**config.mk**
```make
export PLATFORM = sky130hd
export DESIGN_NAME = parking_spot_allocator_flat
export DESIGN_NICKNAME = d
export VERILOG_FILES = /design/src/rtl/parking_pkg.sv /design/src/rtl/parking_spot_allocator_if.sv /design/src/rtl/free_spot_finder.sv /design/src/rtl/parking_spot_allocator.sv /design/src/flat_wrapper.sv
export SDC_FILE = /design/constraint.sdc
export NUM_CORES = 1
export LEC_CHECK = 0
export CORE_AREA = 4 4 71 73
export CTS_BUF_LIST = sky130_fd_sc_hd__clkbuf_4
export DETAILED_ROUTE_END_ITERATION = 10
export DIE_AREA = 0 0 75 77
export PLACE_DENSITY_LB_ADDON = 0.15
export SYNTH_ARGS = -nofsm -noshare
export SYNTH_HDL_FRONTEND = slang
export SYNTH_HIERARCHICAL = 1
export SYNTH_SLANG_ARGS = --single-unit
```
**constraint.sdc**
```tcl
create_clock -name clk -period 4.4 [get_ports clk]
set_input_delay 0.88 -clock clk [delete_from_list [all_inputs] [get_ports clk]]
set_output_delay 0.88 -clock clk [all_outputs]
set_load 0.005 [all_outputs]
```
**src/rtl/parking_pkg.sv**
```systemverilog
// Shared definitions for the parking spot allocator: default sizing, FSM encoding
// and the one-hot check used to validate exit requests.
package parking_pkg;

    localparam int N_SPOTS_DEF = 8;
    localparam int IDX_W_DEF   = 3;
    localparam int MAX_SPOTS   = 64;

    typedef enum logic {
        IDLE  = 1'b0,
        GRANT = 1'b1
    } state_t;

    // Callers zero-extend their vector to MAX_SPOTS bits before the call.
    function automatic logic is_onehot(input logic [MAX_SPOTS-1:0] v);
        return (v != '0) && ((v & (v - MAX_SPOTS'(1))) == '0);
    endfunction

endpackage

```
**src/rtl/parking_spot_allocator_if.sv**
```systemverilog
// Handshake and status bundle between the gate/sensor controller (master)
// and the spot allocator (slave).
interface parking_spot_allocator_if #(
    parameter int N_SPOTS = 8,
    parameter int IDX_W   = 3
);
    logic               entry_req;
    logic               exit_req;
    logic [N_SPOTS-1:0] exit_location;
    logic               grant_valid;
    logic               grant_ready;
    logic [N_SPOTS-1:0] park_location;
    logic [IDX_W-1:0]   park_index;
    logic [N_SPOTS-1:0] parking_capacity;
    logic               full;
    logic               reject;
    logic               exit_err;

    modport master (
        output entry_req, exit_req, exit_location, grant_ready,
        input  grant_valid, park_location, park_index, parking_capacity,
               full, reject, exit_err
    );

    modport slave (
        input  entry_req, exit_req, exit_location, grant_ready,
        output grant_valid, park_location, park_index, parking_capacity,
               full, reject, exit_err
    );
endinterface

```
**src/rtl/free_spot_finder.sv**
```systemverilog
// Combinational search for the first free spot in the bitmap, starting at
// start_index and wrapping around to index 0.
module free_spot_finder #(
    parameter int N_SPOTS = 8,
    parameter int IDX_W   = 3
) (
    input  logic [N_SPOTS-1:0] bitmap,
    input  logic [IDX_W-1:0]   start_index,
    output logic [N_SPOTS-1:0] onehot,
    output logic [IDX_W-1:0]   index,
    output logic               found
);

    int pos;

    always_comb begin
        onehot = '0;
        index  = '0;
        found  = 1'b0;
        pos    = 0;
        for (int i = 0; i < N_SPOTS; i++) begin
            pos = (int'(start_index) + i) % N_SPOTS;
            if (!found && bitmap[pos]) begin
                found       = 1'b1;
                index       = IDX_W'(pos);
                onehot[pos] = 1'b1;
            end
        end
    end

endmodule

```
**src/rtl/parking_spot_allocator.sv**
```systemverilog
// Free-spot bitmap owner: grants spots to entering cars over a valid/ready
// handshake and releases spots for exiting cars. ROUND_ROBIN_EN selects a
// rotating search start instead of lowest-index-first.
module parking_spot_allocator
    import parking_pkg::*;
#(
    parameter int N_SPOTS = N_SPOTS_DEF,
    parameter int IDX_W   = IDX_W_DEF
) (
    input  logic                     clk,
    input  logic                     reset,
    parking_spot_allocator_if.slave  bus
);

    state_t             state_q, state_d;
    logic [N_SPOTS-1:0] cap_q, cap_d;
    logic [N_SPOTS-1:0] loc_q, loc_d;
    logic [IDX_W-1:0]   idx_q, idx_d;
    logic               gv_q, gv_d;
    logic               reject_q, reject_d;
    logic               exit_err_q, exit_err_d;

    logic [N_SPOTS-1:0] f_onehot;
    logic [IDX_W-1:0]   f_index;
    logic               f_found;
    logic [IDX_W-1:0]   start_index;

    logic               exit_ok;
    logic [N_SPOTS-1:0] exit_mask;
    logic               handshake;

    assign exit_ok   = bus.exit_req
                     && is_onehot(MAX_SPOTS'(bus.exit_location))
                     && ((bus.exit_location & cap_q) == '0);
    assign exit_mask = exit_ok ? bus.exit_location : '0;
    assign handshake = (state_q == GRANT) && bus.grant_ready;

`ifdef ROUND_ROBIN_EN
    // rr_primed keeps the very first search at index 0 after reset.
    logic [IDX_W-1:0] last_index_q;
    logic             rr_primed_q;

    always_ff @(posedge clk or posedge reset) begin
        if (reset) begin
            last_index_q <= '0;
            rr_primed_q  <= 1'b0;
        end else if (handshake) begin
            last_index_q <= idx_q;
            rr_primed_q  <= 1'b1;
        end
    end

    always_comb begin
        start_index = '0;
        if (rr_primed_q)
            start_index = (int'(last_index_q) == N_SPOTS - 1) ? '0 : last_index_q + IDX_W'(1);
    end
`else
    assign start_index = '0;
`endif

    free_spot_finder #(
        .N_SPOTS (N_SPOTS),
        .IDX_W   (IDX_W)
    ) u_finder (
        .bitmap      (cap_q),
        .start_index (start_index),
        .onehot      (f_onehot),
        .index       (f_index),
        .found       (f_found)
    );

    always_ff @(posedge clk or posedge reset) begin
        if (reset) begin
            state_q    <= IDLE;
            cap_q      <= '1;
            loc_q      <= '0;
            idx_q      <= '0;
            gv_q       <= 1'b0;
            reject_q   <= 1'b0;
            exit_err_q <= 1'b0;
        end else begin
            state_q    <= state_d;
            cap_q      <= cap_d;
            loc_q      <= loc_d;
            idx_q      <= idx_d;
            gv_q       <= gv_d;
            reject_q   <= reject_d;
            exit_err_q <= exit_err_d;
        end
    end

    // Allocation looks at the pre-exit bitmap; exits land on the same edge.
    always_comb begin
        state_d    = state_q;
        cap_d      = cap_q ^ exit_mask;
        loc_d      = loc_q;
        idx_d      = idx_q;
        gv_d       = gv_q;
        reject_d   = 1'b0;
        exit_err_d = bus.exit_req && !exit_ok;
        case (state_q)
            IDLE: begin
                if (bus.entry_req) begin
                    if (f_found) begin
                        loc_d   = f_onehot;
                        idx_d   = f_index;
                        gv_d    = 1'b1;
                        state_d = GRANT;
                    end else begin
                        reject_d = !reject_q;
                    end
                end
            end
            GRANT: begin
                if (bus.grant_ready) begin
                    cap_d   = cap_q ^ loc_q ^ exit_mask;
                    gv_d    = 1'b0;
                    state_d = IDLE;
                end
            end
            default: state_d = IDLE;
        endcase
    end

    assign bus.grant_valid      = gv_q;
    assign bus.park_location    = loc_q;
    assign bus.park_index       = idx_q;
    assign bus.parking_capacity = cap_q;
    assign bus.full             = (cap_q == '0);
    assign bus.reject           = reject_q;
    assign bus.exit_err         = exit_err_q;

endmodule

```
**src/flat_wrapper.sv**
```systemverilog
// flat-port wrapper written by rule: the top's interface ports become plain ports
module parking_spot_allocator_flat import parking_pkg::*;
#(
    parameter int N_SPOTS = N_SPOTS_DEF,
    parameter int IDX_W   = IDX_W_DEF
)
  (clk, reset, bus_entry_req, bus_exit_req, bus_exit_location, bus_grant_ready, bus_grant_valid, bus_park_location, bus_park_index, bus_parking_capacity, bus_full, bus_reject, bus_exit_err);
  parking_spot_allocator_if #(.N_SPOTS(N_SPOTS), .IDX_W(IDX_W)) bus_i ();
  input  logic clk;
  input  logic reset;
  input wire logic [$bits(bus_i.entry_req)-1:0] bus_entry_req;
  input wire logic [$bits(bus_i.exit_req)-1:0] bus_exit_req;
  input wire logic [$bits(bus_i.exit_location)-1:0] bus_exit_location;
  input wire logic [$bits(bus_i.grant_ready)-1:0] bus_grant_ready;
  output wire logic [$bits(bus_i.grant_valid)-1:0] bus_grant_valid;
  output wire logic [$bits(bus_i.park_location)-1:0] bus_park_location;
  output wire logic [$bits(bus_i.park_index)-1:0] bus_park_index;
  output wire logic [$bits(bus_i.parking_capacity)-1:0] bus_parking_capacity;
  output wire logic [$bits(bus_i.full)-1:0] bus_full;
  output wire logic [$bits(bus_i.reject)-1:0] bus_reject;
  output wire logic [$bits(bus_i.exit_err)-1:0] bus_exit_err;
  assign bus_i.entry_req = bus_entry_req;
  assign bus_i.exit_req = bus_exit_req;
  assign bus_i.exit_location = bus_exit_location;
  assign bus_i.grant_ready = bus_grant_ready;
  assign bus_grant_valid = bus_i.grant_valid;
  assign bus_park_location = bus_i.park_location;
  assign bus_park_index = bus_i.park_index;
  assign bus_parking_capacity = bus_i.parking_capacity;
  assign bus_full = bus_i.full;
  assign bus_reject = bus_i.reject;
  assign bus_exit_err = bus_i.exit_err;
  parking_spot_allocator #(.N_SPOTS(N_SPOTS), .IDX_W(IDX_W)) u_core (.clk(clk), .reset(reset), .bus(bus_i));
endmodule
```
# [Word-level counts from Yosys, hierarchy flattened]
# Cells that the tools add are included.
# Widths: inputs -> output; s select.
[classes] n_addsub=1 eq_ne=3 bitwise_logic=6 n_reduce_logical=26 n_mux=37
[ops] op="$and 8x64->64" count=1
[ops] op="$logic_not 64->1" count=1
[ops] op="$mux 8" count=4
[ops] op="$xor 8x8->8" count=3
[ops] op="$mux 3" count=7
[ops] op="$mux 1" count=19
[ops] op="$logic_not 8->1" count=2
[ops] op="$logic_and 1x1->1" count=11
[ops] op="$logic_not 1->1" count=9
[ops] op="$sub 8x1->9 const B" count=1
[ops] op="$and 8x8->8" count=1
[ops] op="$reduce_bool 8->1" count=1
[ops] op="$mux 7" count=1
[ops] op="$mux 6" count=1
[ops] op="$reduce_and 3->1" count=2
[ops] op="$mux 5" count=1
[ops] op="$mux 4" count=1
[ops] op="$ne 2x2->1 const B" count=2
[ops] op="$pmux 1 s2" count=2
[ops] op="$mux 2" count=1
[ops] op="$ne 2x1->1 const B" count=1
[ops] op="$not 1->1" count=1
[word_totals] regBits=23 wordCells=80 inputBits=13 out_inout_bits=23

# [Depth between registers and ports, before layout]
[depth] word_depth=25 ltp_mapped=15 ltp_nobuf=9

# [By module]
# The synthesis kept the hierarchy.
[modules_own_cells] module="free_spot_finder" cells_per_inst=145 seq_area_each_um2=0.0 area_each_um2=1209.9 instances=1
[modules_own_cells] module="parking_spot_allocator" cells_per_inst=104 seq_area_each_um2=585.6 area_each_um2=1176.1 instances=1

# [Least setup slack after synthesis]
# Ideal clock, no wire load.
[synth_path] path_type="register to register" from="register u_core.cap_q[3], in the netlist u_core/bus.parking_capacity[3]" to="register u_core.idx_q[0], in the netlist u_core/bus.park_index[0]" period_less_slack_ps=2893 required_ps=4275 t_arrival_ps=2769 path_slack_ps=1507 setup_time_ps=125 path_stages_with_launch=10 n_path_buf=2 cell_sequence="dfstp_2 mux4_2 or2_0 mux4_2 buf_6 nor2_1 nand4_1 nand3_1 buf_2 mux2_2"
[synth_via] elab_chain_len=15 elab_cells_between_ends=20 classes_between="10 x mux; 10 x reduce/logical"
[synth_rtl] item="start, declared" line="parking_spot_allocator.sv:16" rtl="logic [N_SPOTS-1:0] cap_q, cap_d;"
[synth_rtl] item="start signal, assigned" line="parking_spot_allocator.sv:84" rtl="cap_q <= cap_d;"
[synth_rtl] item="$logic_and 1x1->1 (*)" line="free_spot_finder.sv:23" rtl="if (!found && bitmap[pos]) begin"
[synth_rtl] item="$mux 1 (*)" line="free_spot_finder.sv:23"
[synth_rtl] item="$logic_not 1->1" line="free_spot_finder.sv:23"
[synth_rtl] item="$logic_and 1x1->1" line="free_spot_finder.sv:23"
[synth_rtl] item="$mux 1 (*)" line="free_spot_finder.sv:23"
[synth_rtl] item="$logic_not 1->1" line="free_spot_finder.sv:23"
[synth_rtl] item="$logic_and 1x1->1" line="free_spot_finder.sv:23"
[synth_rtl] item="$mux 1 (*)" line="free_spot_finder.sv:23"
[synth_rtl] item="$logic_not 1->1" line="free_spot_finder.sv:23"
[synth_rtl] item="$logic_and 1x1->1" line="free_spot_finder.sv:23"
[synth_rtl] item="$mux 1 (*)" line="free_spot_finder.sv:23"
[synth_rtl] item="$logic_not 1->1" line="free_spot_finder.sv:23"
[synth_rtl] item="$logic_and 1x1->1" line="free_spot_finder.sv:23"
[synth_rtl] item="$mux 1 (*)" line="free_spot_finder.sv:23"
[synth_rtl] item="named net u_core.f_found" line="parking_spot_allocator.sv:25" rtl="logic f_found;"
[synth_rtl] item="$reduce_and 3->1 (no source line) (*)"
[synth_rtl] item="end signal, assigned" line="parking_spot_allocator.sv:86" rtl="idx_q <= idx_d;"
[synth_rtl] item="end, declared" line="parking_spot_allocator.sv:18" rtl="logic [IDX_W-1:0] idx_q, idx_d;"
# Mark *: on every way through the listed nets, which the timed path passes. The rest lies on a longest branch.
# A chain may end at the register's enable or synchronous reset.

# [Worst setup path in the final report]
[layout_path] from="register u_core.cap_q[0], in the netlist u_core/bus.parking_capacity[0]" to="register u_core.loc_q[3], in the netlist u_core/bus.park_location[3]"
[layout_via] elab_chain_len=23 elab_cells_between_ends=28 classes_between="13 x mux; 15 x reduce/logical"
[layout_rtl] item="$mux 1 (*)" line="free_spot_finder.sv:23"
[layout_rtl] item="$logic_not 1->1" line="free_spot_finder.sv:23"
[layout_rtl] item="$logic_and 1x1->1" line="free_spot_finder.sv:23"
[layout_rtl] item="$mux 1 (*)" line="free_spot_finder.sv:23"
[layout_rtl] item="$logic_not 1->1" line="free_spot_finder.sv:23"
[layout_rtl] item="$logic_and 1x1->1" line="free_spot_finder.sv:23"
[layout_rtl] item="$mux 1 (*)" line="free_spot_finder.sv:23"
[layout_rtl] item="$logic_not 1->1" line="free_spot_finder.sv:23"
[layout_rtl] item="[8 not listed]"
[layout_rtl] item="$logic_not 1->1" line="free_spot_finder.sv:23"
[layout_rtl] item="$logic_and 1x1->1" line="free_spot_finder.sv:23"
[layout_rtl] item="$mux 1 (*)" line="free_spot_finder.sv:23"
[layout_rtl] item="$logic_not 1->1" line="free_spot_finder.sv:23"
[layout_rtl] item="$logic_and 1x1->1" line="free_spot_finder.sv:23"
[layout_rtl] item="$mux 1 (*)" line="free_spot_finder.sv:23"
[layout_rtl] item="named net u_core.f_found" line="parking_spot_allocator.sv:25"
[layout_rtl] item="$reduce_and 3->1 (no source line) (*)"
[layout_rtl] item="end signal, assigned" line="parking_spot_allocator.sv:85" rtl="loc_q <= loc_d;"
[layout_rtl] item="end, declared" line="parking_spot_allocator.sv:17" rtl="logic [N_SPOTS-1:0] loc_q, loc_d;"
# Marked as above.

==> impl_metrics.json <==
{
  "required_ps": 4610,
  "p_leak_nw": 1.03,
  "holdWs_ps": 480,
  "power_density_nw_per_um2": 578,
  "place_area_um2": 2790,
  "startpoint_type": "flop",
  "crit_path_max_fanout": 13,
  "min_period_over_period_pct": 76.2,
  "cts.htree.levels": 1,
  "grt_pass1_vias": 2044,
  "ff2ff_path_depth": 7,
  "synth.most_common_cell": "nand2_1",
  "ctsHoldBuffers": 0,
  "overflow": 0,
  "fin_nets": 309,
  "cts_resized": 0,
  "antenna_found_initial": 0,
  "dp_hpwl_um": 4680,
  "hold_violations": 0,
  "cts_root_buf": "clkbuf_4",
  "die_h_um": 77,
  "fmax_ghz": 0.298,
  "layout_setup_ws_ps": 1050,
  "syn_area_per_cell_um2": 9.58,
  "hold_path_depth": 1,
  "synth_area_leaders": "dfrtp_1 (16%), dfstp_2 (8.8%), mux4_2 (8.5%)",
  "grt_max_degree": 24,
  "setup_viol": 0,
  "rr_startpoint": "u_core/bus.parking_capacity[0]$_DFF_PP1_",
  "die_x_um": 75,
  "clock_sinks": 23,
  "clk_latency_ps": 310,
  "synth_area_um2": 2390,
  "via_per_inst": 6.41,
  "dpl_worst_slack_ps": 1120,
  "drv_cap": 0,
  "tightest_slew_ps": 901,
  "diodes": 0,
  "min_period_ps": 3350,
  "outcome": "finished clean",
  "grt_setup_unrepaired": "false",
  "post_drt_wl_per_cell_um": 18.1,
  "place.gp.congestion": 0.972,
  "row_count": 24,
  "slew_violations": 0,
  "regArea_um2": 586,
  "ys_types": 63,
  "synthArstFlopShare_pct": 100,
  "synth_top_cell_by_area": "dfrtp_1",
  "arrival_ps": 3560,
  "holdCritPathClass": "reg -> reg",
  "synthFlopType": "dfrtp_1",
  "io_buffers": 35,
  "critPathKind": "reg -> reg",
  "synth_warnings": 6,
  "tns_ps": 0,
  "post-cts-setup-buffer-count": 0,
  "design_area_um2": 2820,
  "netlist_top_cells_count": "nand2_1 (20), xnor2_1 (16), dfrtp_1 (15), nor2_1 (15), mux2_2 (14)",
  "drc": 0,
  "ys_ff_latch": 23,
  "initial_core_util_pct": 54.8,
  "top_level_ports": 36,
  "cts_buffers": 3,
  "syn_to_final_growth_pct": 18.0,
  "die-area_um2": 5780,
  "clk_pin_slew_worst_paths_ps": 140,
  "syn_inst": 249,
  "holdPathEnd": "u_core/bus.reject$_DFF_PP0_",
  "ant_nets": 0,
  "synth_edf_count": 0,
  "min-delay-start": "u_core/bus.reject$_DFF_PP0_",
  "n_fill_cell": 372,
  "r2r_end": "u_core/bus.park_location[3]$_DFFE_PP0P_",
  "power.total_mw": 1.63,
  "clock_skew_ps": 8.06,
  "core_um2": 4350,
  "multi_input_area_um2": 1740,
  "grt_pass1_wl_um": 10100,
  "ys_seq_area_share_pct": 24.5,
  "synth_top_area_share_pct": 15.7,
  "vias": 2186,
  "rrSetupSlack_ps": 1050,
  "drt_first_iter_violations": 253,
  "slew_headroom_pct": 39.9,
  "cts_tree": "done",
  "drt_pass1_iterations": 5,
  "vdd_drop_max_mv": 0.401,
  "post_route_cells_drive_above_1_share_pct": 16.6,
  "cts_buffer_depth": 2,
  "grt.total_usage_pct": 22.2,
  "wirelength_um": 6180,
  "worstSetupEndpointType": "flop"
}
[metal layers]
layer	GRT usage (%)	part of all wire, %	up-vias
li1	-	-	1040
met1	32.2	44	1072
met2	34.5	49	69
met3	4.31	6.5	5
met4	3.91	0.70	0
met5	0	0	-
[worst max-delay path by stage]
stage | end | startpoint
floorplan | u_core/bus.park_index[0]$_DFFE_PP0P_ | u_core/bus.parking_capacity[3]$_DFF_PP1_
global placement | u_core/bus.park_index[2]$_DFFE_PP0P_ | u_core/bus.parking_capacity[0]$_DFF_PP1_
detailed placement | u_core/bus.park_location[3]$_DFFE_PP0P_ | u_core/bus.parking_capacity[0]$_DFF_PP1_
CTS | u_core/bus.park_location[3]$_DFFE_PP0P_ | u_core/bus.parking_capacity[0]$_DFF_PP1_
global route | u_core/bus.park_index[2]$_DFFE_PP0P_ | u_core/bus.parking_capacity[0]$_DFF_PP1_
finish | u_core/bus.park_location[3]$_DFFE_PP0P_ | u_core/bus.parking_capacity[0]$_DFF_PP1_
[placed cells by master (no fill, tap or decap), drive strengths merged, types with 10 or more instances in the layout]
cell / instances
nor2: 16
xnor2: 16
dfrtp: 15
nand2: 20
nor3: 14
mux4: 11
conb: 12
inv: 10
mux2: 14
clkdlybuf4s50: 35
[stage by stage]
stage / util [%] / std cells
final: 64.7 / 341
after global routing: 64.7 / 341
after CTS: 64.7 / 341
after detailed placement: 64.1 / 337
after global placement: 64.1 / 337
after floorplan: - / 260
[registers in the layout, summed over array words and instances (netlist names)]
signal,count
u_core/bus.park_index,3
u_core/bus.exit_err,1
u_core/bus.grant_valid,1
u_core/bus.park_location,8
u_core/bus.reject,1
u_core/state_q,1
u_core/bus.parking_capacity,8
[area by class of cell]
class / count / area share, %
Multi-Input combinational cell: 216 / 61.9
Sequential cell: 23 / 20.8
Timing Repair Buffer: 36 / 12.7
Tap cell: 52 / 2.31
Inverter: 10 / 1.33
Clock buffer: 3 / 0.800
Clock inverter: 1 / 0.178
[worst max-delay path, stage by stage (launching register included)]
cell and delay, ps:
dfstp_2 430, mux4_2 470, mux2i_1 490, nand3_1 530, nor2_1 280, nand4_1 180, nand3_1 470, mux2_2 400
[logic make-up (layout without fill, tap and decap cells)]
group	Yosys count	count (layout)	synth area share, %
AO/OA/AOI/OAI	54	54	18.1
buffers and inverters	21	50	4.14
AND/OR/NAND/NOR	95	95	22.8
flip-flops	23	23	24.5
adder cells (fa/ha/maj)	6	6	3.15
multiplexers	31	31	20.5
XOR/XNOR	18	18	6.61
other	1	12	0.157
[report_power, final]
| group | switching (mW) | internal (mW) | leakage (nW) |
|---|---|---|---|
| registers | 0.136 | 0.337 | 0.270 |
| logic | 0.529 | 0.527 | 0.741 |
| clock network | 0.0654 | 0.0339 | 0.0177 |
| total | 0.730 | 0.898 | 1.03 |
No activity file was read; power rests on OpenSTA's default activity.
